File: config.mk
export PLATFORM = sky130hd
export DESIGN_NAME = reset_sequencer_flat
export DESIGN_NICKNAME = d
export VERILOG_FILES = /design/src/rtl/reset_seq_pkg.sv /design/src/rtl/reset_sequencer_if.sv /design/src/rtl/reset_sync_core.sv /design/src/rtl/reset_sequencer.sv /design/src/flat_wrapper.sv
export SDC_FILE = /design/constraint.sdc
export NUM_CORES = 1
export LEC_CHECK = 0
export BUFFER_PORTS_ARGS = -buffer_cell sky130_fd_sc_hd__buf_2
export CAP_MARGIN = 30
export CORE_ASPECT_RATIO = 1.2
export CORE_MARGIN = 3
export CORE_UTILIZATION = 25
export CTS_CLUSTER_DIAMETER = 100
export DETAILED_ROUTE_END_ITERATION = 16
export SLEW_MARGIN = 5
export SYNTH_ARGS = -nofsm -noshare
export SYNTH_HDL_FRONTEND = slang
export SYNTH_SLANG_ARGS = --single-unit
File: constraint.sdc
create_clock -name clk -period 2.9 [get_ports clk]
set_clock_uncertainty 0.15 [all_clocks]
set_input_delay 0.58 -clock clk [delete_from_list [all_inputs] [get_ports clk]]
set_output_delay 0.58 -clock clk [all_outputs]
set_load 0.03 [all_outputs]
File: src/rtl/reset_seq_pkg.sv
// rtl/reset_seq_pkg.sv - shared state type, default parameters and counter sizing for reset_sequencer
package reset_seq_pkg;

    typedef enum logic [2:0] {
        SYNC,
        WAIT,
        RELEASE,
        ACK_WAIT,
        SW_HOLD,
        DONE
    } seq_state_t;

    localparam int DEF_NUM_DOMAINS = 4;
    localparam int DEF_SYNC_STAGES = 2;
    localparam int DEF_STEP_DELAY  = 16;
    localparam int DEF_HOLD_CYCLES = 8;
    localparam int DEF_ACK_TIMEOUT = 64;

    // One shared counter serves every timed state, so it is sized for the
    // longest interval; never narrower than one bit.
    function automatic int cnt_width(input int a, input int b, input int c);
        int m;
        m = (a > b) ? a : b;
        m = (m > c) ? m : c;
        return (m > 1) ? $clog2(m) : 1;
    endfunction

endpackage

File: src/rtl/reset_sequencer_if.sv
// rtl/reset_sequencer_if.sv - reset sequencer control/status bundle
// Signals: sw_rst_req (request in), rst_n_out/seq_done/busy (status out);
// domain_ack/ack_err only when RST_SEQ_ACK_EN is defined.
// master: the sequencer; slave: the consumer of the domain resets.
interface reset_sequencer_if
    import reset_seq_pkg::*;
#(
    parameter int NUM_DOMAINS = DEF_NUM_DOMAINS
);
    logic                   sw_rst_req;
    logic [NUM_DOMAINS-1:0] rst_n_out;
    logic                   seq_done;
    logic                   busy;
`ifdef RST_SEQ_ACK_EN
    logic [NUM_DOMAINS-1:0] domain_ack;
    logic                   ack_err;

    modport master (input sw_rst_req, input domain_ack,
                    output rst_n_out, output seq_done, output busy, output ack_err);
    modport slave  (output sw_rst_req, output domain_ack,
                    input rst_n_out, input seq_done, input busy, input ack_err);
`else
    modport master (input sw_rst_req,
                    output rst_n_out, output seq_done, output busy);
    modport slave  (output sw_rst_req,
                    input rst_n_out, input seq_done, input busy);
`endif
endinterface

File: src/rtl/reset_sync_core.sv
// rtl/reset_sync_core.sv - board reset synchronizer: asserts asynchronously, releases on a clock edge
// Ports: clk, rst (async active-low), sync_rst_n (synchronized, high after SYNC_STAGES edges).
module reset_sync_core
    import reset_seq_pkg::*;
#(
    parameter int SYNC_STAGES = DEF_SYNC_STAGES
) (
    input  logic clk,
    input  logic rst,
    output logic sync_rst_n
);
    logic [SYNC_STAGES-1:0] ff;

    always_ff @(posedge clk or negedge rst) begin
        if (!rst) begin
            ff <= '0;
        end else begin
            ff <= {ff[SYNC_STAGES-2:0], 1'b1};
        end
    end

    assign sync_rst_n = ff[SYNC_STAGES-1];
endmodule

File: src/rtl/reset_sequencer.sv
// rtl/reset_sequencer.sv - ordered, timed release of per-domain resets with software re-sequencing
// Ports: clk, rst (async active-low board reset), bus (reset_sequencer_if.master):
//   sw_rst_req in, rst_n_out/seq_done/busy out; domain_ack in / ack_err out with RST_SEQ_ACK_EN.
// Optional feature macro: RST_SEQ_ACK_EN (per-domain acknowledge with timeout).
module reset_sequencer
    import reset_seq_pkg::*;
#(
    parameter int NUM_DOMAINS = DEF_NUM_DOMAINS,
    parameter int SYNC_STAGES = DEF_SYNC_STAGES,
    parameter int STEP_DELAY  = DEF_STEP_DELAY,
    parameter int HOLD_CYCLES = DEF_HOLD_CYCLES,
    parameter int ACK_TIMEOUT = DEF_ACK_TIMEOUT
) (
    input  logic              clk,
    input  logic              rst,
    reset_sequencer_if.master bus
);
    localparam int CW = cnt_width(STEP_DELAY, HOLD_CYCLES, ACK_TIMEOUT);
    localparam int IW = $clog2(NUM_DOMAINS + 1);

    localparam logic [CW-1:0] STEP_LAST = CW'(STEP_DELAY - 1);
    localparam logic [CW-1:0] HOLD_LAST = CW'(HOLD_CYCLES - 1);
    localparam logic [IW-1:0] LAST_IDX  = IW'(NUM_DOMAINS);

    seq_state_t             state, state_nxt;
    logic [CW-1:0]          cnt, cnt_nxt, cnt_inc;
    logic [IW-1:0]          idx, idx_nxt;
    logic [NUM_DOMAINS-1:0] rst_n_q, rst_n_nxt;
    logic                   sync_rst_n;
    logic                   do_release;

    reset_sync_core #(.SYNC_STAGES(SYNC_STAGES)) u_sync (
        .clk        (clk),
        .rst        (rst),
        .sync_rst_n (sync_rst_n)
    );

`ifdef RST_SEQ_ACK_EN
    localparam logic [CW-1:0] ACK_LAST = CW'(ACK_TIMEOUT - 1);

    logic ack_sel, ack_q, ack_err_q, ack_err_set;

    // idx already points past the domain just released, so its ack is idx-1.
    always_comb begin
        ack_sel = 1'b0;
        for (int k = 0; k < NUM_DOMAINS; k++) begin
            if (idx == IW'(k + 1)) ack_sel = bus.domain_ack[k];
        end
    end

    // Registering the ack makes the next step count begin on the edge after
    // the ack is sampled, and keeps the external ack off the FSM decode path.
    always_ff @(posedge clk or negedge rst) begin
        if (!rst) begin
            ack_q     <= 1'b0;
            ack_err_q <= 1'b0;
        end else begin
            ack_q <= ack_sel;
            if (ack_err_set) ack_err_q <= 1'b1;
        end
    end

    assign bus.ack_err = ack_err_q;
`endif

    assign cnt_inc = (cnt == '1) ? cnt : cnt + CW'(1);

    always_ff @(posedge clk or negedge rst) begin
        if (!rst) begin
            state   <= SYNC;
            cnt     <= '0;
            idx     <= '0;
            rst_n_q <= '0;
        end else begin
            state   <= state_nxt;
            cnt     <= cnt_nxt;
            idx     <= idx_nxt;
            rst_n_q <= rst_n_nxt;
        end
    end

    // cnt counts edges since the current interval began; an interval of N
    // ends on the edge that sees N-1. Entering WAIT from SYNC loads 1 because
    // the first step interval is measured from the synchronizer release edge.
    always_comb begin
        state_nxt  = state;
        cnt_nxt    = cnt;
        idx_nxt    = idx;
        rst_n_nxt  = rst_n_q;
        do_release = 1'b0;
`ifdef RST_SEQ_ACK_EN
        ack_err_set = 1'b0;
`endif
        case (state)
            SYNC: begin
                if (sync_rst_n) begin
                    if (cnt == STEP_LAST) begin
                        do_release = 1'b1;
                    end else begin
                        state_nxt = WAIT;
                        cnt_nxt   = CW'(1);
                    end
                end
            end
            WAIT: begin
                if (cnt == STEP_LAST) do_release = 1'b1;
                else                  cnt_nxt    = cnt_inc;
            end
            RELEASE: begin
`ifdef RST_SEQ_ACK_EN
                state_nxt = ACK_WAIT;
                cnt_nxt   = cnt_inc;
`else
                // RELEASE is the first edge of the next step interval.
                if (idx == LAST_IDX) begin
                    state_nxt = DONE;
                end else if (cnt == STEP_LAST) begin
                    do_release = 1'b1;
                end else begin
                    state_nxt = WAIT;
                    cnt_nxt   = cnt_inc;
                end
`endif
            end
`ifdef RST_SEQ_ACK_EN
            ACK_WAIT: begin
                if (ack_q || cnt == ACK_LAST) begin
                    ack_err_set = !ack_q;
                    state_nxt   = (idx == LAST_IDX) ? DONE : WAIT;
                    cnt_nxt     = '0;
                end else begin
                    cnt_nxt = cnt_inc;
                end
            end
`endif
            SW_HOLD: begin
                if (cnt == HOLD_LAST) begin
                    state_nxt = WAIT;
                    cnt_nxt   = '0;
                    idx_nxt   = '0;
                end else begin
                    cnt_nxt = cnt_inc;
                end
            end
            DONE:    state_nxt = DONE;
            default: state_nxt = SYNC;
        endcase

        if (do_release) begin
            state_nxt = RELEASE;
            cnt_nxt   = '0;
            idx_nxt   = idx + IW'(1);
            for (int k = 0; k < NUM_DOMAINS; k++) begin
                if (idx == IW'(k)) rst_n_nxt[k] = 1'b1;
            end
        end

        // Software request wins over everything except the board-reset sync;
        // inside SW_HOLD it simply restarts the hold interval.
        if (bus.sw_rst_req && state != SYNC) begin
            state_nxt = SW_HOLD;
            cnt_nxt   = '0;
            idx_nxt   = '0;
            rst_n_nxt = '0;
        end
    end

    assign bus.rst_n_out = rst_n_q;
    assign bus.seq_done  = (state == DONE);
    assign bus.busy      = (state != DONE);
endmodule

File: src/flat_wrapper.sv
// flat-port wrapper written by rule: the top's interface ports become plain ports
module reset_sequencer_flat import reset_seq_pkg::*;
#(
    parameter int NUM_DOMAINS = DEF_NUM_DOMAINS,
    parameter int SYNC_STAGES = DEF_SYNC_STAGES,
    parameter int STEP_DELAY  = DEF_STEP_DELAY,
    parameter int HOLD_CYCLES = DEF_HOLD_CYCLES,
    parameter int ACK_TIMEOUT = DEF_ACK_TIMEOUT
)
  (clk, rst, bus_sw_rst_req, bus_rst_n_out, bus_seq_done, bus_busy);
  reset_sequencer_if #(.NUM_DOMAINS(NUM_DOMAINS)) bus_i ();
  input  logic clk;
  input  logic rst;
  input wire logic [$bits(bus_i.sw_rst_req)-1:0] bus_sw_rst_req;
  output wire logic [$bits(bus_i.rst_n_out)-1:0] bus_rst_n_out;
  output wire logic [$bits(bus_i.seq_done)-1:0] bus_seq_done;
  output wire logic [$bits(bus_i.busy)-1:0] bus_busy;
  assign bus_i.sw_rst_req = bus_sw_rst_req;
  assign bus_rst_n_out = bus_i.rst_n_out;
  assign bus_seq_done = bus_i.seq_done;
  assign bus_busy = bus_i.busy;
  reset_sequencer #(.NUM_DOMAINS(NUM_DOMAINS), .SYNC_STAGES(SYNC_STAGES), .STEP_DELAY(STEP_DELAY), .HOLD_CYCLES(HOLD_CYCLES), .ACK_TIMEOUT(ACK_TIMEOUT)) u_core (.clk(clk), .rst(rst), .bus(bus_i));
endmodule
After elaboration in Yosys (flattened, before gate mapping):

Index checks and enable logic that the tools add are counted.

* add/subtract/negate cells: 2
* equality and inequality tests: 17
* multiplexer cells: 30
* reduce and logical (&&, ||, !) cells: 19

Operators by type and width (count)
* 6-bit two-way mux: 8
* 3-bit two-way mux: 10
* 6-bit one-hot mux with 4 select lines: 1
* 3-bit one-hot mux with 5 select lines: 1
* 2-bit AND reduction: 5
* 2-bit nonzero test: 5
* 3-bit by 2-bit equality test with 1-bit output, second input constant: 3
* 3-bit equality test, second input constant: 3
* 3-bit nonzero test: 3
* 4-bit two-way mux: 2
* 4-bit by 3-bit inequality test with 1-bit output, second input constant: 2
* 1-bit two-way mux: 7
* 6-bit by 1-bit adder with 6-bit output, second input constant: 1
* 3-bit by 1-bit equality test with 1-bit output, second input constant: 2
* 6-bit by 3-bit equality test with 1-bit output, second input constant: 1
* 6-bit by 4-bit equality test with 1-bit output, second input constant: 1
* 6-bit equality test, second input constant: 1
* 3-bit zero test: 2
* 6-bit nonzero test: 1
* 4-bit by 1-bit inequality test with 1-bit output, second input constant: 1
* 4-bit by 2-bit inequality test with 1-bit output, second input constant: 1
* 4-bit AND reduction: 1
* 3-bit by 1-bit adder with 3-bit output, second input constant: 1
* 3-bit by 1-bit inequality test with 1-bit output, second input constant: 1
* 4 further kinds: 4

* register bits: 18
* input bits: 3

Longest topological paths before layout:

Gate-level depths: netlist of run 1.

* depth after elaboration: 7
* mapped depth: 7

Hierarchy:

Synthesis of run 1 repeated with hierarchy kept, for this count alone.

* cells, all modules: 126
* area total of the unflattened synthesis: 1113.6 um^2

By module, submodules not included
* reset_sequencer: instances 1, cells each 123, area an instance 1059.8 um^2, seq. area each 400.4 um^2
* reset_sync_core: instances 1, cells each 3, area an instance 53.8 um^2, seq. area each 50.0 um^2

Worst setup path after synthesis of run 1:

OpenSTA, ideal clock, no wires.

* path kind: register to register
* start point: register u_core.cnt[0]
* end point: register u_core.cnt[1]
* setup time: 133 ps
* data arrival time: 1982 ps
* required time: 2617 ps
* setup slack: 635 ps
* cell stages (with the launch flop): 7
* path buffers: 0
* clock period less this slack: 2265 ps
* cells stage by stage: dfrtp_1 ha_1 or3b_4 a2111o_1 o221ai_2 o221a_2 o32ai_2

* word-level cells in the longest chain between the ends: 7
* elaborated cells between the ends (all ways): 20
* classes of those cells: 1 x add/sub; 6 x eq/ne; 11 x mux; 2 x reduce/logical

RTL lines
* from (decl): RTL line reset_sequencer.sv:26 `logic [CW-1:0] cnt, cnt_nxt, cnt_inc;`
* from (signal assigned): RTL line reset_sequencer.sv:76 `cnt <= cnt_nxt;`
* 6-bit by 1-bit adder with 6-bit output or 6-bit equality test (tied branches): RTL line reset_sequencer.sv:66 `assign cnt_inc = (cnt == '1) ? cnt : cnt + CW'(1);`
* 6-bit two-way mux: RTL line reset_sequencer.sv:66
* 6-bit two-way mux: RTL line reset_sequencer.sv:106, reset_sequencer.sv:117
* 6-bit two-way mux: RTL line reset_sequencer.sv:115 `if (idx == LAST_IDX) begin`
* 6-bit one-hot mux with 4 select lines: RTL line reset_sequencer.sv:94 `case (state)`
* 6-bit two-way mux: RTL line reset_sequencer.sv:149 `if (do_release) begin`
* 6-bit two-way mux: RTL line reset_sequencer.sv:160 `if (bus.sw_rst_req && state != SYNC) begin`

Several ways; a longest one is shown, not always the timed one. The select of a mux whose other input is x is not followed.
A chain may end at the register's enable or synchronous reset.

Final worst setup path of run 1:

Same ends and word-level chain as after synthesis.

==> results of run 1 <==
[flip-flops by register name, summed over array words and instances (netlist names)]
| register | count |
|---|---|
| u_core.cnt | 6 |
| u_core.bus.rst_n_out | 4 |
| u_core.idx | 3 |
| u_core.state | 3 |
| u_core.u_sync.ff | 2 |
[report_power, final]
part	switching, mW	internal (mW)
clock network	0.0815	0.0923
registers	0.0447	0.281
logic	0.220	0.158
[path summary, 6_finish.rpt]
path	start	to	slack (ps)	cells after the start
max	u_core.cnt[0]$_DFFE_PN0P_	u_core.cnt[1]$_DFFE_PN0P_	440	6
min	rst	u_core.cnt[2]$_DFFE_PN0P_	100	1
max reg2reg	u_core.cnt[0]$_DFFE_PN0P_	u_core.cnt[1]$_DFFE_PN0P_	440	6
min reg2reg	u_core.u_sync.ff[0]$_DFF_PN0_	u_core.u_sync.ff[1]$_DFF_PN0_	200	0
max in group asynchronous	rst	u_core.state[1]$_DFFE_PN0P_	2210	1
min in group clk	u_core.u_sync.ff[0]$_DFF_PN0_	u_core.u_sync.ff[1]$_DFF_PN0_	200	0
[logic make-up (layout without fill, tap and decap cells)]
kind of cell | Yosys count | count (layout) | synth area share
adder cells (fa/ha/maj) | 6 | 6 | 0.0644
AO/OA/AOI/OAI | 39 | 39 | 0.246
buffers and inverters | 15 | 22 | 0.0655
flip-flops | 18 | 18 | 0.387
other | 1 | 1 | 0.00322
AND/OR/NAND/NOR | 47 | 47 | 0.204
multiplexers | 3 | 3 | 0.0301
[layout by cell type, fill, tap and decap left out, types with 2 or more instances in the layout]
cell | synthesis | layout
buf_2 | 0 | 8
nor2_1 | 13 | 13
ha_1 | 6 | 6
or2_2 | 2 | 2
clkbuf_8 | 1 | 3
nor3_1 | 5 | 5
a31oi_1 | 3 | 3
o22a_2 | 4 | 4
inv_1 | 10 | 10
nand2_1 | 9 | 9
o22ai_1 | 2 | 2
nor3b_1 | 2 | 2
nand3_1 | 7 | 7
dfrtp_1 | 18 | 18
a21oi_1 | 13 | 13
o21ai_0 | 4 | 4
a31o_2 | 2 | 2
[per-stage QoR]
step	std cells	setup slack, ps
6_report	192	436
2_1_floorplan	129	635
3_3_place_gp	189	498
3_5_place_dp	189	441
5_1_grt	192	325
4_1_cts	192	437
[cells in the mapped netlist, drive strengths merged, types with 2 or more instances]
library cell and count:
o22ai 2, inv 10, o32ai 2, dfrtp 18, nor3b 2, nand3 7, clkbuf 4, mux2i 2
a31oi 3, and2 2, nor3 5, a21oi 13, a31o 2, nor2 13, o22a 5, ha 6
o21ai 6, or2 2, nand2 9
[layout make-up]
| cell class | instances | area, um2 |
|---|---|---|
| fillers | 474 | 3070 |
| multi-input cells | 96 | 638 |
| flip-flops and latches | 18 | 450 |
| well taps | 56 | 70.1 |
| repair buffers | 9 | 47.5 |
| clock buffers | 3 | 41.3 |
| inverters | 10 | 37.5 |
[worst max-delay path, cell delays in order, from the launching register on]
cell and delay [ps]:
dfrtp_1 380, ha_1 220, or3b_4 420, a2111o_1 460
o221ai_2 350, o221a_2 290, o32ai_2 70
[routing by layer]
metal  vias to the layer above  global-route usage
met4                         0              0.0517
met1                       474               0.137
met5                         -                   0
li1                        480                   -
met2                        23               0.163
met3                         5              0.0138
==> out/metrics.cfg, run 1 <==
[worst_hold_path]
worstHoldPathType = in -> async

[yosys]
async_flop_share = 1.00
synth_cells = 129
synth-main-ff-cell = dfrtp_1
ys_seq_elements = 18
ys_types = 43
netlist.area_leader.share = 0.387
synth_fp_nets = 138
yosysTopAreaCell = dfrtp_1
synth_edf_count = 0
synth_warnings = 0
syn_area_mm2 = 0.00116
netlist_top_cells_area = dfrtp_1, ha_1, a21oi_1
synth-seq-area-share = 0.387
avgSynthCellArea_um2 = 9.03

[route]
wl_met2_um = 1190
postRouteAntennaNets = 0
dr.pass1.iters = 4
post-route-drc-count = 0
wl_met1_um = 1150
wl_um = 2480
top_layer = met4
wl_met3_um = 86
vias = 982
wl_per_cell_um = 12.9
drt-initial-drc-count = 32
via_per_inst = 5.11

[power]
total_power_mw = 0.877
vdd_drop_max_mv = 0.251
pwr_density_cell_mw_per_mm2 = 683
leakagePower_nw = 0.559

[global_route]
antenna_found_initial = 0
grt_pass1_wl_um = 4380
grt_pass1_vias = 939
grt_max_degree = 19
grt_overflow = 0
grt.total_usage = 0.103

[clocking]
htreeDepth = 1
cts_root_buffer = clkbuf_8
ctsHoldBuffers = 0
post_cts_buffers = 0
cts_tree = built
clock_latency_ps = 250
cts_buffer_depth = 2
cts_buffers = 3
postCtsResizedCells = 0
cts.sinks = 18
path_clk_slew_ps = 70

[place]
post_dp_cell_area_mm2 = 0.00124
numPortBuffers = 8
gp_congestion = 0.924
hpwl_um = 1880

[timing]
whs_ps = 98.8
grt_setup_unrepaired = false
finalCriticalPeriod_ps = 2460
hold_viol = 0
maxSlewViolCount = 0
period_share = 0.850
setup-violations-final = 0
timing.fmax_ghz = 0.406
finalSetupTns_ps = 0

[floorplanning]
dieArea_mm2 = 0.00552
start_util = 0.267
rows = 26
io_pins = 9
die_h_um = 80.8
coreArea_mm2 = 0.00436
die_w_um = 68.3

[final_layout]
layout.nets = 147
design_area_mm2 = 0.00128
layout-drive-gt1-share = 0.228
antenna_cells = 0
final_util = 0.295
areaGrowthSynthToFinish_pct = 10.3

[critical_path]
cp_max_fo = 6
end_kind = flip-flop
crit_arrival_ps = 2440
path_class = reg -> reg
worstPathRequired_ps = 2880
start_kind = flip-flop

[job]
cap_violations = 0

[outcome]
status = finished clean

Power figures use the tool's default switching activity.
==> run 2: changes to the inputs <==
- clock period: 2.9 -> 2 ns (I/O delays scaled with it)
==> run 2 against run 1 <==
- the flow now finishes with violations (negative setup slack)
- final area up 22%
- setup slack lost 700 ps
- combinational power up 120%
- via count rose by 11%
==> out/metrics.cfg, run 2 (synthesis gave the netlist of run 1 again) <==
[critical_path]
worstPathCellList = ha_2 > or3b_4 > a2111o_1 > o221ai_4 > o221a_4 > o32ai_2
worstPathRequired_ps = 1980
end_kind = flip-flop
cp_max_fo = 6
path_buf_inv = 0
slowest_stage = a2111o_1
start_kind = flip-flop
crit_arrival_ps = 2250
max_stage_delay_ps = 430
critical-path-top-delay-family = compound AO/OA/AOI/OAI gates
path_class = reg -> reg

[power]
vdd_drop_max_mv = 0.502
pwr_density_cell_mw_per_mm2 = 975
leakagePower_nw = 0.719

[global_route]
grt_pass1_wl_um = 4620
grt_pass1_vias = 1051
antenna_found_initial = 0
grt_overflow = 0
grt.total_usage = 0.110
grt_max_degree = 19

[timing]
period_share = 1.13
hold_viol = 0
finalCriticalPeriod_ps = 2260
fin_ws_ps = -264
timing.fmax_ghz = 0.442
setup-violations-final = 15
maxSlewViolCount = 0
whs_ps = 199
grt_setup_unrepaired = true

[floorplanning]
die_h_um = 80.8
coreArea_mm2 = 0.00436
die_w_um = 68.3
start_util = 0.267
dieArea_mm2 = 0.00552
rows = 26
io_pins = 9

[clocking]
path_clk_slew_ps = 70
cts.sinks = 18
cts_buffer_depth = 2
cts_buffers = 3
htreeDepth = 1
clock_latency_ps = 250
cts_tree = built
cts_root_buffer = clkbuf_8

[route]
vias = 1088
wl_um = 2810
drt-initial-drc-count = 47
postRouteAntennaNets = 0
dr.pass1.iters = 4
wl_per_cell_um = 12.6
post-route-drc-count = 0
via_per_inst = 4.90

[final_layout]
layout.nets = 177
seq_area_um2 = 452
multiInputGateArea_um2 = 693
final_cell_count_no_fill = 222
antenna_cells = 0
design_area_mm2 = 0.00157
areaGrowthSynthToFinish_pct = 34.9
layout_common_cells = buf_4, dfrtp_1, a21oi_1
final_common_cell = buf_4
largest_reg_flops = 6
fill_cells = 437
largest-register = u_core.cnt
layout-drive-gt1-share = 0.398

[job]
cap_violations = 0

[place]
numPortBuffers = 8
dp_slack_ps = -255
hpwl_um = 2060
post_dp_cell_area_mm2 = 0.00145
gp_congestion = 0.794
dp.cells = 214

[worst_hold_path]
worstHoldPathType = reg -> reg

[outcome]
status = complete, but fails checks
violations = negative setup slack

-- run 2: stage by stage --
stage	power, mW	setup TNS, ps	util
5_1_grt	1.64	-4000	0.361
4_1_cts	1.45	-2620	0.347
3_5_place_dp	1.19	-2650	0.332
3_3_place_gp	1.19	-2120	0.332
6_report	1.53	-2780	0.361
2_1_floorplan	0.965	-1450	-
-- run 2: final timing paths --
kind | from | end | slack [ps] | depth (start not counted)
max | u_core.cnt[1]$_DFFE_PN0P_ | u_core.cnt[0]$_DFFE_PN0P_ | -260 | 6
max reg2reg | u_core.cnt[1]$_DFFE_PN0P_ | u_core.cnt[0]$_DFFE_PN0P_ | -260 | 6
min reg2reg | u_core.u_sync.ff[0]$_DFF_PN0_ | u_core.u_sync.ff[1]$_DFF_PN0_ | 200 | 0
max in group asynchronous | rst | u_core.state[0]$_DFFE_PN0P_ | 900 | 2
min in group asynchronous | rst | u_core.bus.rst_n_out[2]$_DFFE_PN0P_ | 470 | 2
min | u_core.u_sync.ff[0]$_DFF_PN0_ | u_core.u_sync.ff[1]$_DFF_PN0_ | 200 | 0
-- run 2: area by class of cell --
cell class	instances	share of cell area
well taps	56	0.0446
inverters	10	0.0239
multi-input cells	96	0.441
repair buffers	39	0.177
clock buffers	3	0.0263
flip-flops and latches	18	0.287
-- run 2: routing by layer --
metal | share of wire | global-route usage
met1 | 0.44 | 0.128
met2 | 0.52 | 0.200
met3 | 0.029 | 0.0124
met4 | 0.014 | 0.0477
met5 | 0 | 0
-- run 2: power breakdown --
| group | switching, mW | internal [mW] | total, mW | leakage (nW) |
|---|---|---|---|---|
| clock network | 0.120 | 0.134 | 0.253 | 0.0216 |
| logic | 0.428 | 0.400 | 0.828 | 0.458 |
| registers | 0.0422 | 0.409 | 0.451 | 0.239 |
-- run 2: timing repair --
item | in CTS | in global routing
hold buffers | 1 | 0
gates resized for setup | 2 | 7
buffers inserted | 1 | 3
endpoints found under the setup margin | 16 | 18
hold endpoints to repair | 18 | 0
pin swaps | 1 | 0
